`config.mk`:
```
export PLATFORM = sky130hd
export DESIGN_NAME = muldiv_unit_flat
export DESIGN_NICKNAME = d
export VERILOG_FILES = /design/src/rtl/muldiv_pkg.sv /design/src/rtl/muldiv_if.sv /design/src/rtl/muldiv_unit.sv /design/src/flat_wrapper.sv
export SDC_FILE = /design/constraint.sdc
export NUM_CORES = 1
export LEC_CHECK = 0
export ABC_AREA = 1
export BUFFER_PORTS_ARGS = -buffer_cell sky130_fd_sc_hd__buf_2
export CORE_MARGIN = 1
export CORE_UTILIZATION = 30
export CTS_CLUSTER_DIAMETER = 50
export DETAILED_ROUTE_END_ITERATION = 8
export PLACE_DENSITY = 0.49
export SYNTH_ARGS = -nofsm -noshare
export SYNTH_HDL_FRONTEND = slang
export SYNTH_SLANG_ARGS = --single-unit
```
`constraint.sdc`:
```
create_clock -name clk -period 4.25 [get_ports clk]
set_input_delay 0.85 -clock clk [delete_from_list [all_inputs] [get_ports clk]]
set_output_delay 0.85 -clock clk [all_outputs]
set_load 0.05 [all_outputs]
```
`src/rtl/muldiv_pkg.sv`:
```
// Shared types and constants for the multi-cycle multiply/divide unit.
// Imported by the interface and the unit itself.
package muldiv_pkg;

    localparam int MD_DATA_W = 16;
    localparam int MD_ADDR_W = 3;
    localparam int ITER_CNT  = MD_DATA_W;

    typedef enum logic [1:0] {
        OP_MULLO = 2'b00,
        OP_MULHI = 2'b01,
        OP_DIVQ  = 2'b10,
        OP_DIVR  = 2'b11
    } op_e;

    typedef enum logic [1:0] {
        ST_IDLE = 2'b00,
        ST_RUN  = 2'b01,
        ST_WB   = 2'b10
    } state_e;

endpackage

```
`src/rtl/muldiv_if.sv`:
```
// Request and register-file write-back bundle for muldiv_unit.
// Control drives the request side; the unit drives status and write port.
interface muldiv_if
    import muldiv_pkg::*;
#(
    parameter int DATA_W = MD_DATA_W,
    parameter int ADDR_W = MD_ADDR_W
) ();

    logic              start;
    op_e               op;
    logic [DATA_W-1:0] src_a;
    logic [DATA_W-1:0] src_b;
    logic [ADDR_W-1:0] dest_addr;
    logic              busy;
    logic              done;
    logic              reg_write;
    logic [ADDR_W-1:0] wr_addr;
    logic [DATA_W-1:0] wr_data;
    logic              div_by_zero;

    modport master (
        output start, op, src_a, src_b, dest_addr,
        input  busy, done, reg_write, wr_addr, wr_data, div_by_zero
    );

    modport slave (
        input  start, op, src_a, src_b, dest_addr,
        output busy, done, reg_write, wr_addr, wr_data, div_by_zero
    );

endinterface

```
`src/rtl/muldiv_unit.sv`:
```
// Unsigned shift-add multiplier / restoring divider, one bit per cycle.
// Retires its result through the register-file write port in one WB cycle.
module muldiv_unit
    import muldiv_pkg::*;
#(
    parameter int DATA_W = MD_DATA_W,
    parameter int ADDR_W = MD_ADDR_W
) (
    input  logic     clk,
    input  logic     rst_n,
    muldiv_if.slave  bus
);

    localparam int CNT_W  = $clog2(DATA_W) + 1;
    localparam int WORK_W = 2 * DATA_W + 1;

    state_e            state_q, state_d;
    logic [CNT_W-1:0]  cnt_q, cnt_d;
    op_e               op_q, op_d;
    logic [DATA_W-1:0] b_q, b_d;
    logic [ADDR_W-1:0] dest_q, dest_d;
    logic [WORK_W-1:0] work_q, work_d;

    logic [DATA_W:0]   add_a;
    logic [DATA_W:0]   add_b;
    logic              add_sub;
    logic [DATA_W+1:0] add_sum;
    logic              wb;

    // One adder serves both: add for multiply, a + ~b + 1 for divide.
    always_comb begin
        add_sum = {1'b0, add_a}
                + {1'b0, (add_sub ? ~add_b : add_b)}
                + (DATA_W+2)'(add_sub);
    end

    always_comb begin
        state_d = state_q;
        cnt_d   = cnt_q;
        op_d    = op_q;
        b_d     = b_q;
        dest_d  = dest_q;
        work_d  = work_q;
        add_a   = '0;
        add_b   = '0;
        add_sub = 1'b0;

        unique case (state_q)
            ST_IDLE: begin
                if (bus.start) begin
                    op_d    = bus.op;
                    b_d     = bus.src_b;
                    dest_d  = bus.dest_addr;
                    cnt_d   = '0;
                    work_d  = {(DATA_W+1)'(0), bus.src_a};
                    state_d = ST_RUN;
                end
            end
            ST_RUN: begin
                cnt_d = cnt_q + 1'b1;
                if (cnt_q == CNT_W'(DATA_W - 1)) begin
                    state_d = ST_WB;
                end
                if (op_q[1]) begin
                    // Partial remainder shifted left with next dividend bit.
                    add_a   = {work_q[2*DATA_W-1:DATA_W], work_q[DATA_W-1]};
                    add_b   = {1'b0, b_q};
                    add_sub = 1'b1;
                    if (add_sum[DATA_W+1]) begin
                        work_d = {add_sum[DATA_W:0],
                                  work_q[DATA_W-2:0], 1'b1};
                    end else begin
                        work_d = {add_a, work_q[DATA_W-2:0], 1'b0};
                    end
                end else begin
                    add_a  = work_q[2*DATA_W:DATA_W];
                    add_b  = work_q[0] ? {1'b0, b_q} : '0;
                    work_d = {1'b0, add_sum[DATA_W:0],
                              work_q[DATA_W-1:1]};
                end
            end
            ST_WB: begin
                state_d = ST_IDLE;
            end
            default: begin
                state_d = ST_IDLE;
            end
        endcase
    end

    always_ff @(posedge clk or negedge rst_n) begin
        if (!rst_n) begin
            state_q <= ST_IDLE;
            cnt_q   <= '0;
            op_q    <= OP_MULLO;
            b_q     <= '0;
            dest_q  <= '0;
            work_q  <= '0;
        end else begin
            state_q <= state_d;
            cnt_q   <= cnt_d;
            op_q    <= op_d;
            b_q     <= b_d;
            dest_q  <= dest_d;
            work_q  <= work_d;
        end
    end

    // High half holds MULHI / remainder, low half MULLO / quotient.
    always_comb begin
        wb              = (state_q == ST_WB);
        bus.busy        = (state_q != ST_IDLE);
        bus.done        = wb;
        bus.reg_write   = wb;
        bus.wr_addr     = wb ? dest_q : '0;
        bus.wr_data     = '0;
        if (wb) begin
            bus.wr_data = op_q[0] ? work_q[2*DATA_W-1:DATA_W]
                                  : work_q[DATA_W-1:0];
        end
        bus.div_by_zero = wb && op_q[1] && (b_q == '0);
    end

endmodule

```
`src/flat_wrapper.sv`:
```
// flat-port wrapper written by rule: the top's interface ports become plain ports
module muldiv_unit_flat import muldiv_pkg::*;
#(
    parameter int DATA_W = MD_DATA_W,
    parameter int ADDR_W = MD_ADDR_W
)
  (clk, rst_n, bus_start, bus_op, bus_src_a, bus_src_b, bus_dest_addr, bus_busy, bus_done, bus_reg_write, bus_wr_addr, bus_wr_data, bus_div_by_zero);
  muldiv_if #(.DATA_W(DATA_W), .ADDR_W(ADDR_W)) bus_i ();
  input  logic clk;
  input  logic rst_n;
  input wire logic [$bits(bus_i.start)-1:0] bus_start;
  input wire logic [$bits(bus_i.op)-1:0] bus_op;
  input wire logic [$bits(bus_i.src_a)-1:0] bus_src_a;
  input wire logic [$bits(bus_i.src_b)-1:0] bus_src_b;
  input wire logic [$bits(bus_i.dest_addr)-1:0] bus_dest_addr;
  output wire logic [$bits(bus_i.busy)-1:0] bus_busy;
  output wire logic [$bits(bus_i.done)-1:0] bus_done;
  output wire logic [$bits(bus_i.reg_write)-1:0] bus_reg_write;
  output wire logic [$bits(bus_i.wr_addr)-1:0] bus_wr_addr;
  output wire logic [$bits(bus_i.wr_data)-1:0] bus_wr_data;
  output wire logic [$bits(bus_i.div_by_zero)-1:0] bus_div_by_zero;
  assign bus_i.start = bus_start;
  assign bus_i.op = bus_op;
  assign bus_i.src_a = bus_src_a;
  assign bus_i.src_b = bus_src_b;
  assign bus_i.dest_addr = bus_dest_addr;
  assign bus_busy = bus_i.busy;
  assign bus_done = bus_i.done;
  assign bus_reg_write = bus_i.reg_write;
  assign bus_wr_addr = bus_i.wr_addr;
  assign bus_wr_data = bus_i.wr_data;
  assign bus_div_by_zero = bus_i.div_by_zero;
  muldiv_unit #(.DATA_W(DATA_W), .ADDR_W(ADDR_W)) u_core (.clk(clk), .rst_n(rst_n), .bus(bus_i));
endmodule
```
# Yosys cells after proc, flatten, opt, wreduce, memory -nomap -nowiden
# Cells that the tools add are included.
# totals
ff_bits,61
in_bits,40
output_inout_bits,23
elab_cells,44
# op_classes
n_addsub,3
n_eq_ne,5
mux,20
n_bitwise,1
reduce_logical,9
# op_table
cell,n
$mux 33,3
$mux 17,5
$pmux 33 s2,1
$mux 16,3
$add 17x17->18,1
$add 18x1->18,1
$not 17->17,1
$logic_not 16->1,1
$pmux 5 s2,1
$reduce_and 2->1,3
$add 5x1->5 const B,1
$eq 5x4->1 const B,1
$mux 5,1
$mux 2,2
$pmux 2 s2,1
$reduce_bool 2->1,2
$mux 3,1
$eq 2x1->1 const B,1
$eq 2x2->1 const B,1
$logic_and 1x1->1,2
$logic_not 2->1,1
$mux 1,2
$ne 2x1->1 const B,1
$ne 2x2->1 const B,1

# Logic depth before layout (Yosys ltp)
# Gate-level depths: netlist of the first run.
# depth
word_depth,10
ltp_mapped,20
mapped_depth_nobuf,18

# Least setup slack after synthesis of the first run
# No wires, ideal clock.
# synth_path
path_kind,flip-flop to output port
from,register u_core.b_q[6]
to,output bus_div_by_zero
t_arrival_ns,2.399
required_ns,3.400
setup_slack_ns,1.001
stages_incl_launch_ff,3
path_buffers,0
cell_sequence,dfrtp_1 -> or4_1 -> nor4_1
# synth_via
elab_chain_cells,2
# synth_lines
element,line,text
start: declaration,muldiv_unit.sv:20,"logic [DATA_W-1:0] b_q, b_d;"
start signal: assignment,muldiv_unit.sv:96,b_q <= '0;
start signal: assignment,muldiv_unit.sv:103,b_q <= b_d;
$logic_not 16->1,muldiv_unit.sv:121,bus.div_by_zero = wb && op_q[1] && (b_q == '0);
$logic_and 1x1->1,muldiv_unit.sv:121,
end: declaration,flat_wrapper.sv:21,output wire logic [$bits(bus_i.div_by_zero)-1:0] bus_div_by_zero;
# Every way passes these cells.

# Final worst setup path of the first run
# layout_path
from,register u_core.op_q[1]
to,register u_core.work_q[19]
# layout_via
elab_chain_cells,9
word_cells_on_any_way,13
cone_classes,add/sub (2); mux (10); bitwise (1)
# layout_lines
element,line,text
start: declaration,muldiv_unit.sv:19,"op_e op_q, op_d;"
start signal: assignment,muldiv_unit.sv:102,op_q <= op_d;
$mux 17,muldiv_unit.sv:64,if (op_q[1]) begin
$mux 17,muldiv_unit.sv:48,unique case (state_q)
$not 17->17,muldiv_unit.sv:33,"+ {1'b0, (add_sub ? ~add_b : add_b)}"
$mux 17,muldiv_unit.sv:33,
$add 17x17->18,muldiv_unit.sv:33,
$add 18x1->18,muldiv_unit.sv:34,+ (DATA_W+2)'(add_sub);
$mux 33,muldiv_unit.sv:69,if (add_sum[DATA_W+1]) begin
$mux 33 (*),muldiv_unit.sv:64,
$pmux 33 s2 (*),muldiv_unit.sv:48,
end signal: assignment,muldiv_unit.sv:105,work_q <= work_d;
end: declaration,muldiv_unit.sv:22,"logic [WORK_W-1:0] work_q, work_d;"
# Mark *: on every way between the ends. The rest lies on a longest branch, timed or not.
# A chain may end at the register's enable or synchronous reset.

==> results of run 1 <==
cell families (layout without fill, tap and decap cells):
group | Yosys count | after routing | synth area share [%]
adder cells (fa/ha/maj) | 19 | 19 | 5.42
flip-flops | 61 | 61 | 33.8
XOR/XNOR | 25 | 25 | 4.84
buffers and inverters | 86 | 142 | 7.72
AO/OA/AOI/OAI | 179 | 179 | 23.5
AND/OR/NAND/NOR | 264 | 264 | 24.8
worst paths after layout:
check / startpoint / end / depth (start not counted)
setup / recovery: u_core.op_q[1]$_DFFE_PN0P_ / u_core.work_q[19]$_DFFE_PN0P_ / 14
hold / removal: u_core.work_q[27]$_DFFE_PN0P_ / u_core.work_q[27]$_DFFE_PN0P_ / 2
setup reg to reg: u_core.op_q[1]$_DFFE_PN0P_ / u_core.work_q[19]$_DFFE_PN0P_ / 14
hold reg to reg: u_core.work_q[27]$_DFFE_PN0P_ / u_core.work_q[27]$_DFFE_PN0P_ / 2
max in group asynchronous: rst_n / u_core.b_q[13]$_DFFE_PN0P_ / 2
min in group asynchronous: rst_n / u_core.work_q[5]$_DFFE_PN0P_ / 1
flip-flops by register name, indices dropped and copies added (netlist names):
| name | flops |
|---|---|
| u_core.work_q | 33 |
| u_core.b_q | 16 |
| u_core.cnt_q | 5 |
| u_core.dest_q | 3 |
| u_core.op_q | 2 |
| u_core.state_q | 2 |
routing by layer:
| metal | vias up | part of all wire, % | global-route usage [%] |
|---|---|---|---|
| met5 | - | 0 | 0 |
| met3 | 22 | 4.3 | 2.88 |
| li1 | 2243 | - | - |
| met2 | 135 | 45 | 30.2 |
| met4 | 0 | 2.0 | 6.54 |
| met1 | 2173 | 49 | 26.5 |
layout by cell type, fill, tap and decap left out, types with 3 or more instances in the layout:
cell and count:
sky130_fd_sc_hd__inv_1 51, sky130_fd_sc_hd__o21ai_1 12, sky130_fd_sc_hd__a21oi_1 41, sky130_fd_sc_hd__nor2_2 5
sky130_fd_sc_hd__a21o_1 6, sky130_fd_sc_hd__buf_4 11, sky130_fd_sc_hd__o21ai_0 69, sky130_fd_sc_hd__o211ai_1 4
sky130_fd_sc_hd__nor4_1 3, sky130_fd_sc_hd__ha_1 18, sky130_fd_sc_hd__xor2_1 9, sky130_fd_sc_hd__dfrtp_1 61
sky130_fd_sc_hd__xnor2_1 16, sky130_fd_sc_hd__nand3_1 34, sky130_fd_sc_hd__buf_2 62, sky130_fd_sc_hd__nand2_1 151
sky130_fd_sc_hd__nor2_1 50, sky130_fd_sc_hd__nor3_1 5, sky130_fd_sc_hd__a22oi_1 14, sky130_fd_sc_hd__or2_2 5
sky130_fd_sc_hd__clkbuf_16 9, sky130_fd_sc_hd__a211oi_1 8, sky130_fd_sc_hd__nand4_1 3, sky130_fd_sc_hd__a2bb2oi_1 14
critical path, delay by kind of cell (launching register included):
kind	cells	cell delay (ns)
DFF	1	0.41
AOI/OAI and AO/OA	6	1.67
buffers and inverters	2	0.36
and+or+nand+nor	5	0.71
adders and majority gates	1	0.39
per-stage QoR:
stage | area, µm² | util (%) | setup WS, ns | hold slack [ns] | cells
after detailed placement | 5000 | 34.2 | 0.602 | 0.492 | 859
after global placement | 5000 | 34.2 | 0.626 | 0.481 | 859
final | 5300 | 36.2 | 0.587 | 0.509 | 874
after floorplan | 4520 | - | 1.00 | 0.460 | 634
after CTS | 5300 | 36.2 | 0.587 | 0.504 | 874
after global routing | 5300 | 36.2 | 0.162 | 0.519 | 874
layout make-up:
class	count	area (µm²)
Multi-Input combinational cell	487	2650
Sequential cell	61	1530
Tap cell	184	230
Clock buffer	12	256
Clock inverter	3	45.0
Fill cell	1573	9340
Timing Repair Buffer	73	393
Inverter	54	204
==> Flow_metrics.wiki, run 1 <==
{| class="wikitable"
! Metric !! Value
|-
| Clock tree from TritonCTS || built
|-
| Wire length of the first global-routing pass || approximately 24000 µm
|-
| Routed wirelength normalized by instance count || ~17 µm
|-
| Die Area || approximately 0.016 mm²
|-
| Total of cells resized after clock tree synthesis || 0
|-
| Setup repair after global routing missed its margin || no
|-
| Setup_tns || 0 ns
|-
| Post-layout min period || roughly 3.7 ns
|-
| Drc violations || 0
|-
| Share of async-settable or async-resettable flops after synthesis || between 90% and 100%
|-
| Clk slew on worst S/H paths || roughly 0.060 ns
|-
| Worst setup skew after layout || 0.00398 ns
|-
| Area added between synthesis and finish || 17.3%
|-
| Share of post-route cells with drive strength above 1 || around 15%
|-
| Ranking of synthesized cells by instance count || sky130_fd_sc_hd__nand2_1 (151), sky130_fd_sc_hd__o21ai_0 (69), sky130_fd_sc_hd__dfrtp_1 (61)
|-
| Maximum number of pins on one net before global-route repair || 32
|-
| Number of CTS-inserted buffers || 9
|-
| Number of detailed-routing iterations run before antenna repair || 5
|-
| Type of the setup path with the least slack || flip-flop to flip-flop
|-
| Number of diodes || 0
|-
| HPWL after DPL || between 10000 and 15000 µm
|-
| Post-synthesis average cell area || 7.13 µm²
|-
| Htree depth || 3
|-
| Upper clock frequency limit || 273 MHz
|-
| Die Wd || between 100 and 150 µm
|-
| Antenna violations before repair || 0
|-
| IO buf count || 62
|-
| Cell with the most instances after synthesis || sky130_fd_sc_hd__nand2_1
|-
| Part of the Yosys area used for sequential elements || between 30% and 40%
|-
| Routed WL || roughly 14000 µm
|-
| Final worst path period share || between 80% and 90%
|-
| Slew margin rel. || a little under a quarter
|-
| Worst endpoint data arrival time || roughly 4 ns
|-
| Most instantiated flip-flop cell in the synthesis netlist || sky130_fd_sc_hd__dfrtp_1
|-
| Number of clock sinks || just over 60
|-
| Biggest area consumer among synthesized cells || sky130_fd_sc_hd__dfrtp_1
|-
| Number of setup buffers added after CTS || 0
|-
| Crit path cell chain || buf_4 -> o21ai_1 -> nor2_1 -> ha_1 -> a21oi_1 -> a21boi_1 -> o21ai_0 -> nand2_1 -> nand3_4 -> nand2_4 -> clkinv_2 -> o21ai_1 -> nand2_1 -> o21ai_0
|-
| Reg2reg setup slack || 0.59 ns
|-
| Hold Fails Final Rpt || 0
|-
| Hold bufs inserted after CTS || 0
|-
| Area of the placeable core || about 0.015 mm²
|-
| Vias in the first global route || roughly 4500
|-
| Total of warnings raised by yosys || 0
|-
| Top area cells in the synthesized netlist || sky130_fd_sc_hd__dfrtp_1 (34%), sky130_fd_sc_hd__nand2_1 (13%), sky130_fd_sc_hd__o21ai_0 (7.6%), sky130_fd_sc_hd__ha_1 (5.0%), sky130_fd_sc_hd__a21oi_1 (4.5%)
|-
| Worst min-delay path category || flip-flop to flip-flop
|-
| Top fanout value on the critical path || 19
|-
| Delay contributed by the slowest stage of the critical path || about 0.84 ns
|-
| CP Data Required Time || 4.48 ns
|-
| Via/cell ratio || about 5.2
|-
| Std-Cell Rows || 44
|-
| Slew at the pin closest to its max-slew limit || around 1.1 ns
|-
| Maximum number of buffers from clock root to sink || 2
|-
| Element type at the critical path end || flip-flop
|-
| Post-synth EDFFs || 0
|-
| Die Y-Extent || 125 µm
|-
| Via count || roughly 4600
|-
| Run status || complete, no violations
|-
| Number of setup violations in the final report || 0
|-
| Clock tree root driver cell || sky130_fd_sc_hd__clkbuf_16
|-
| Synthesized flop and latch total || 61
|-
| Slowest-stage cell, CP || sky130_fd_sc_hd__o21ai_1
|-
| Area fraction of the dominant cell type after synthesis || 33.8%
|-
| Cell Area, Synth || roughly 0.0045 mm²
|-
| GRT overflow || 0
|-
| Starting Density || 30.9%
|-
| Final weighted congestion in routability-driven placement || 0.929
|-
| Net total in the final layout || approximately 750
|-
| Top Ports || 63
|-
| Later-pin clock latency in the skew report || between 0.3 and 0.4 ns
|-
| Number of standard cells after synthesis || roughly 630
|-
| Synthesized netlist net count || 693
|-
| Number of different library cells in the post-synthesis netlist || 43
|-
| Max cap viols || 0
|-
| Total track usage || 19.1%
|-
| Iteration-0 DRC count of the detailed router || ~290
|-
| Final Max Tran Viols || 0
|-
| DRT antenna net count || 0
|-
| Type of origin of the critical path || flip-flop
|}
Power of run 1 is not shown: default switching activity piles up to over one toggle a cycle in this logic, so the estimate is an artifact.
==> run 2: changes to the inputs <==
--- a/config.mk
+++ b/config.mk
@@ -7,6 +7,7 @@
 export LEC_CHECK = 0
 export ABC_AREA = 1
 export BUFFER_PORTS_ARGS = -buffer_cell sky130_fd_sc_hd__buf_2
+export CORE_ASPECT_RATIO = 0.75
 export CORE_MARGIN = 1
 export CORE_UTILIZATION = 30
 export CTS_CLUSTER_DIAMETER = 50
==> Flow_metrics.wiki, run 2 (synthesis gave the netlist of run 1 again) <==
{| class="wikitable"
! Metric !! Value
|-
| HPWL after DPL || 11500 µm (was 11000 µm)
|-
| Std-Cell Rows || 38 (was 44)
|-
| CP Data Required Time || 4.46 ns (was 4.48 ns)
|-
| Largest register FFs || 33 (unchanged)
|-
| Slowest-stage cell, CP || sky130_fd_sc_hd__o21ai_1 (unchanged)
|-
| Worst hold path stage count || 2 (unchanged)
|-
| FF-to-FF Start || u_core.work_q[0]$_DFFE_PN0P_ (was u_core.op_q[1]$_DFFE_PN0P_)
|-
| Via/cell ratio || 5.07 (was 5.23)
|-
| Type of origin of the critical path || flip-flop (unchanged)
|-
| Final Max Tran Viols || 0 (unchanged)
|-
| Routed WL || 15000 µm (was 14500 µm)
|-
| Slew margin rel. || 27.1% (was 23.3%)
|-
| Type of the setup path with the least slack || flip-flop to flip-flop (unchanged)
|-
| Delay contributed by the slowest stage of the critical path || 0.87 ns (was 0.84 ns)
|-
| Maximum number of pins on one net before global-route repair || 39 (was 32)
|-
| Commonest cells after routing, fill and taps aside || sky130_fd_sc_hd__nand2_1 (151), sky130_fd_sc_hd__o21ai_0 (69), sky130_fd_sc_hd__buf_2 (62), sky130_fd_sc_hd__dfrtp_1 (61), sky130_fd_sc_hd__inv_1 (51) (unchanged)
|-
| IO buf count || 62 (unchanged)
|-
| Worst endpoint data arrival time || 3.81 ns (was 3.90 ns)
|-
| Total of cells resized after clock tree synthesis || 0 (unchanged)
|-
| Htree depth || 3 (unchanged)
|-
| Min Hold Slack || 0.502 ns (was 0.509 ns)
|-
| Wire length of the first global-routing pass || 23900 µm (was 23700 µm)
|-
| Share of post-route cells with drive strength above 1 || 15.9% (was 15.4%)
|-
| Vias in the first global route || 4312 (was 4517)
|-
| Number of CTS-inserted buffers || 9 (unchanged)
|-
| Post-layout min period || 3.59 ns (was 3.66 ns)
|-
| Drc violations || 0 (unchanged)
|-
| Net total in the final layout || 747 (was 745)
|-
| Slew at the pin closest to its max-slew limit || 1.09 ns (was 1.15 ns)
|-
| Clk slew on worst S/H paths || 0.05 ns (was 0.06 ns)
|-
| Setup repair after global routing missed its margin || no (unchanged)
|-
| Origin of the worst min-delay path || u_core.work_q[25]$_DFFE_PN0P_ (was u_core.work_q[27]$_DFFE_PN0P_)
|-
| Hold bufs inserted after CTS || 0 (unchanged)
|-
| Clock tree root driver cell || sky130_fd_sc_hd__clkbuf_16 (unchanged)
|-
| Area of the placeable core || 0.0146 mm² (about the same)
|-
| Number of detailed-routing iterations run before antenna repair || 5 (unchanged)
|-
| Worst min-delay path category || flip-flop to flip-flop (unchanged)
|-
| Crit path cell chain || o21ai_1 -> nor2_1 -> ha_1 -> inv_1 -> o21bai_1 -> a21oi_1 -> o21ai_0 -> nand2_1 -> nand3_4 -> nand2_4 -> clkinv_2 -> nor2_1 -> o21bai_1 -> nand2_1 (was buf_4 -> o21ai_1 -> nor2_1 -> ha_1 -> a21oi_1 -> a21boi_1 -> o21ai_0 -> nand2_1 -> nand3_4 -> nand2_4 -> clkinv_2 -> o21ai_1 -> nand2_1 -> o21ai_0)
|-
| Clock tree from TritonCTS || built (unchanged)
|-
| Later-pin clock latency in the skew report || 0.33 ns (about the same)
|-
| Final weighted congestion in routability-driven placement || 0.904 (was 0.929)
|-
| Most frequent standard cell in the layout excluding fill and tap cells || sky130_fd_sc_hd__nand2_1 (unchanged)
|-
| Cell Count, Final, Fillers Out || 893 (was 874)
|-
| Die Y-Extent || 108 µm (was 125 µm)
|-
| Final WS setup || 0.659 ns (was 0.587 ns)
|-
| Top Ports || 63 (unchanged)
|-
| Crit. Startpoint || u_core.work_q[0]$_DFFE_PN0P_ (was u_core.op_q[1]$_DFFE_PN0P_)
|-
| Element type at the critical path end || flip-flop (unchanged)
|-
| Pre-CTS WS || 0.698 ns (was 0.602 ns)
|-
| Worst setup skew after layout || 0.00988 ns (was 0.00398 ns)
|-
| Number of clock sinks || 61 (unchanged)
|-
| Top reg by flops || u_core.work_q (unchanged)
|-
| Routed wirelength normalized by instance count || 16.8 µm (was 16.6 µm)
|-
| Antenna violations before repair || 0 (unchanged)
|-
| Maximum number of buffers from clock root to sink || 2 (unchanged)
|-
| Setup_tns || 0 ns (unchanged)
|-
| GRT overflow || 0 (unchanged)
|-
| Buf/Inv on CP || 2 (unchanged)
|-
| Number of setup buffers added after CTS || 0 (unchanged)
|-
| Die Area || 0.0156 mm² (about the same)
|-
| Run status || complete, no violations (unchanged)
|-
| Final worst path period share || 84.5% (was 86.2%)
|-
| Layout filler cell count || 1558 (was 1573)
|-
| Hold Fails Final Rpt || 0 (unchanged)
|-
| Total track usage || 20.4% (was 19.1%)
|-
| Worst reg-to-reg path cell count || 14 (unchanged)
|-
| Top fanout value on the critical path || 19 (unchanged)
|-
| Via count || 4531 (was 4573)
|-
| Path length in cells of the critical path || 14 (unchanged)
|-
| Upper clock frequency limit || 278 MHz (was 273 MHz)
|-
| Max cap viols || 0 (unchanged)
|-
| Iteration-0 DRC count of the detailed router || 313 (was 287)
|-
| Kind of cell with the highest combined delay on the critical path || compound AO/OA/AOI/OAI gates (unchanged)
|-
| Largest registers || u_core.work_q: 33 flops, u_core.b_q: 16 flops, u_core.cnt_q: 5 flops (unchanged)
|-
| Number of diodes || 0 (unchanged)
|-
| DRT antenna net count || 0 (unchanged)
|-
| Cell total after placement || 877 (was 859)
|-
| Area added between synthesis and finish || 18.6% (was 17.3%)
|-
| Die Wd || 144 µm (was 125 µm)
|-
| Starting Density || 31.0% (was 30.9%)
|-
| Number of setup violations in the final report || 0 (unchanged)
|}
run 2: final timing paths:
check,end,slack (ns)
worst min-delay path,u_core.work_q[25]$_DFFE_PN0P_,0.50
max in group asynchronous,u_core.work_q[26]$_DFFE_PN0P_,2.74
worst min register to register,u_core.work_q[25]$_DFFE_PN0P_,0.50
worst max register to register,u_core.work_q[25]$_DFFE_PN0P_,0.66
worst max-delay path,u_core.work_q[25]$_DFFE_PN0P_,0.66
min in group asynchronous,u_core.dest_q[2]$_DFFE_PN0P_,0.63
run 2: worst min-delay path, delay by kind of cell (launching register included):
kind / cells / cell delay, ns
DFF: 1 / 0.35
and+or+nand+nor: 2 / 0.12
run 2: area by class of cell:
type	count	area [µm²]	area share, %
inverters	54	204	3.80
multi-input cells	487	2650	49.4
clock inverters	6	86.3	1.61
well taps	200	250	4.67
clock buffers	10	239	4.46
flip-flops and latches	61	1530	28.5
repair buffers	75	408	7.61
run 2: stage by stage:
| stage | utilization (%) | instance area (µm²) |
|---|---|---|
| after floorplan | - | 4520 |
| after global placement | 34.5 | 5040 |
| after detailed placement | 34.5 | 5040 |
| after CTS | 36.7 | 5360 |
| after global routing | 36.7 | 5360 |
| final | 36.7 | 5360 |
run 2: routing by layer:
layer | vias up | track usage [%] | wire length, µm
li1 | 2259 | - | -
met1 | 2120 | 30.7 | 7960
met2 | 135 | 29.1 | 5980
met3 | 17 | 3.76 | 759
met4 | 0 | 5.78 | 261
met5 | - | 0 | 0
Power of run 2 is left out for the same reason.
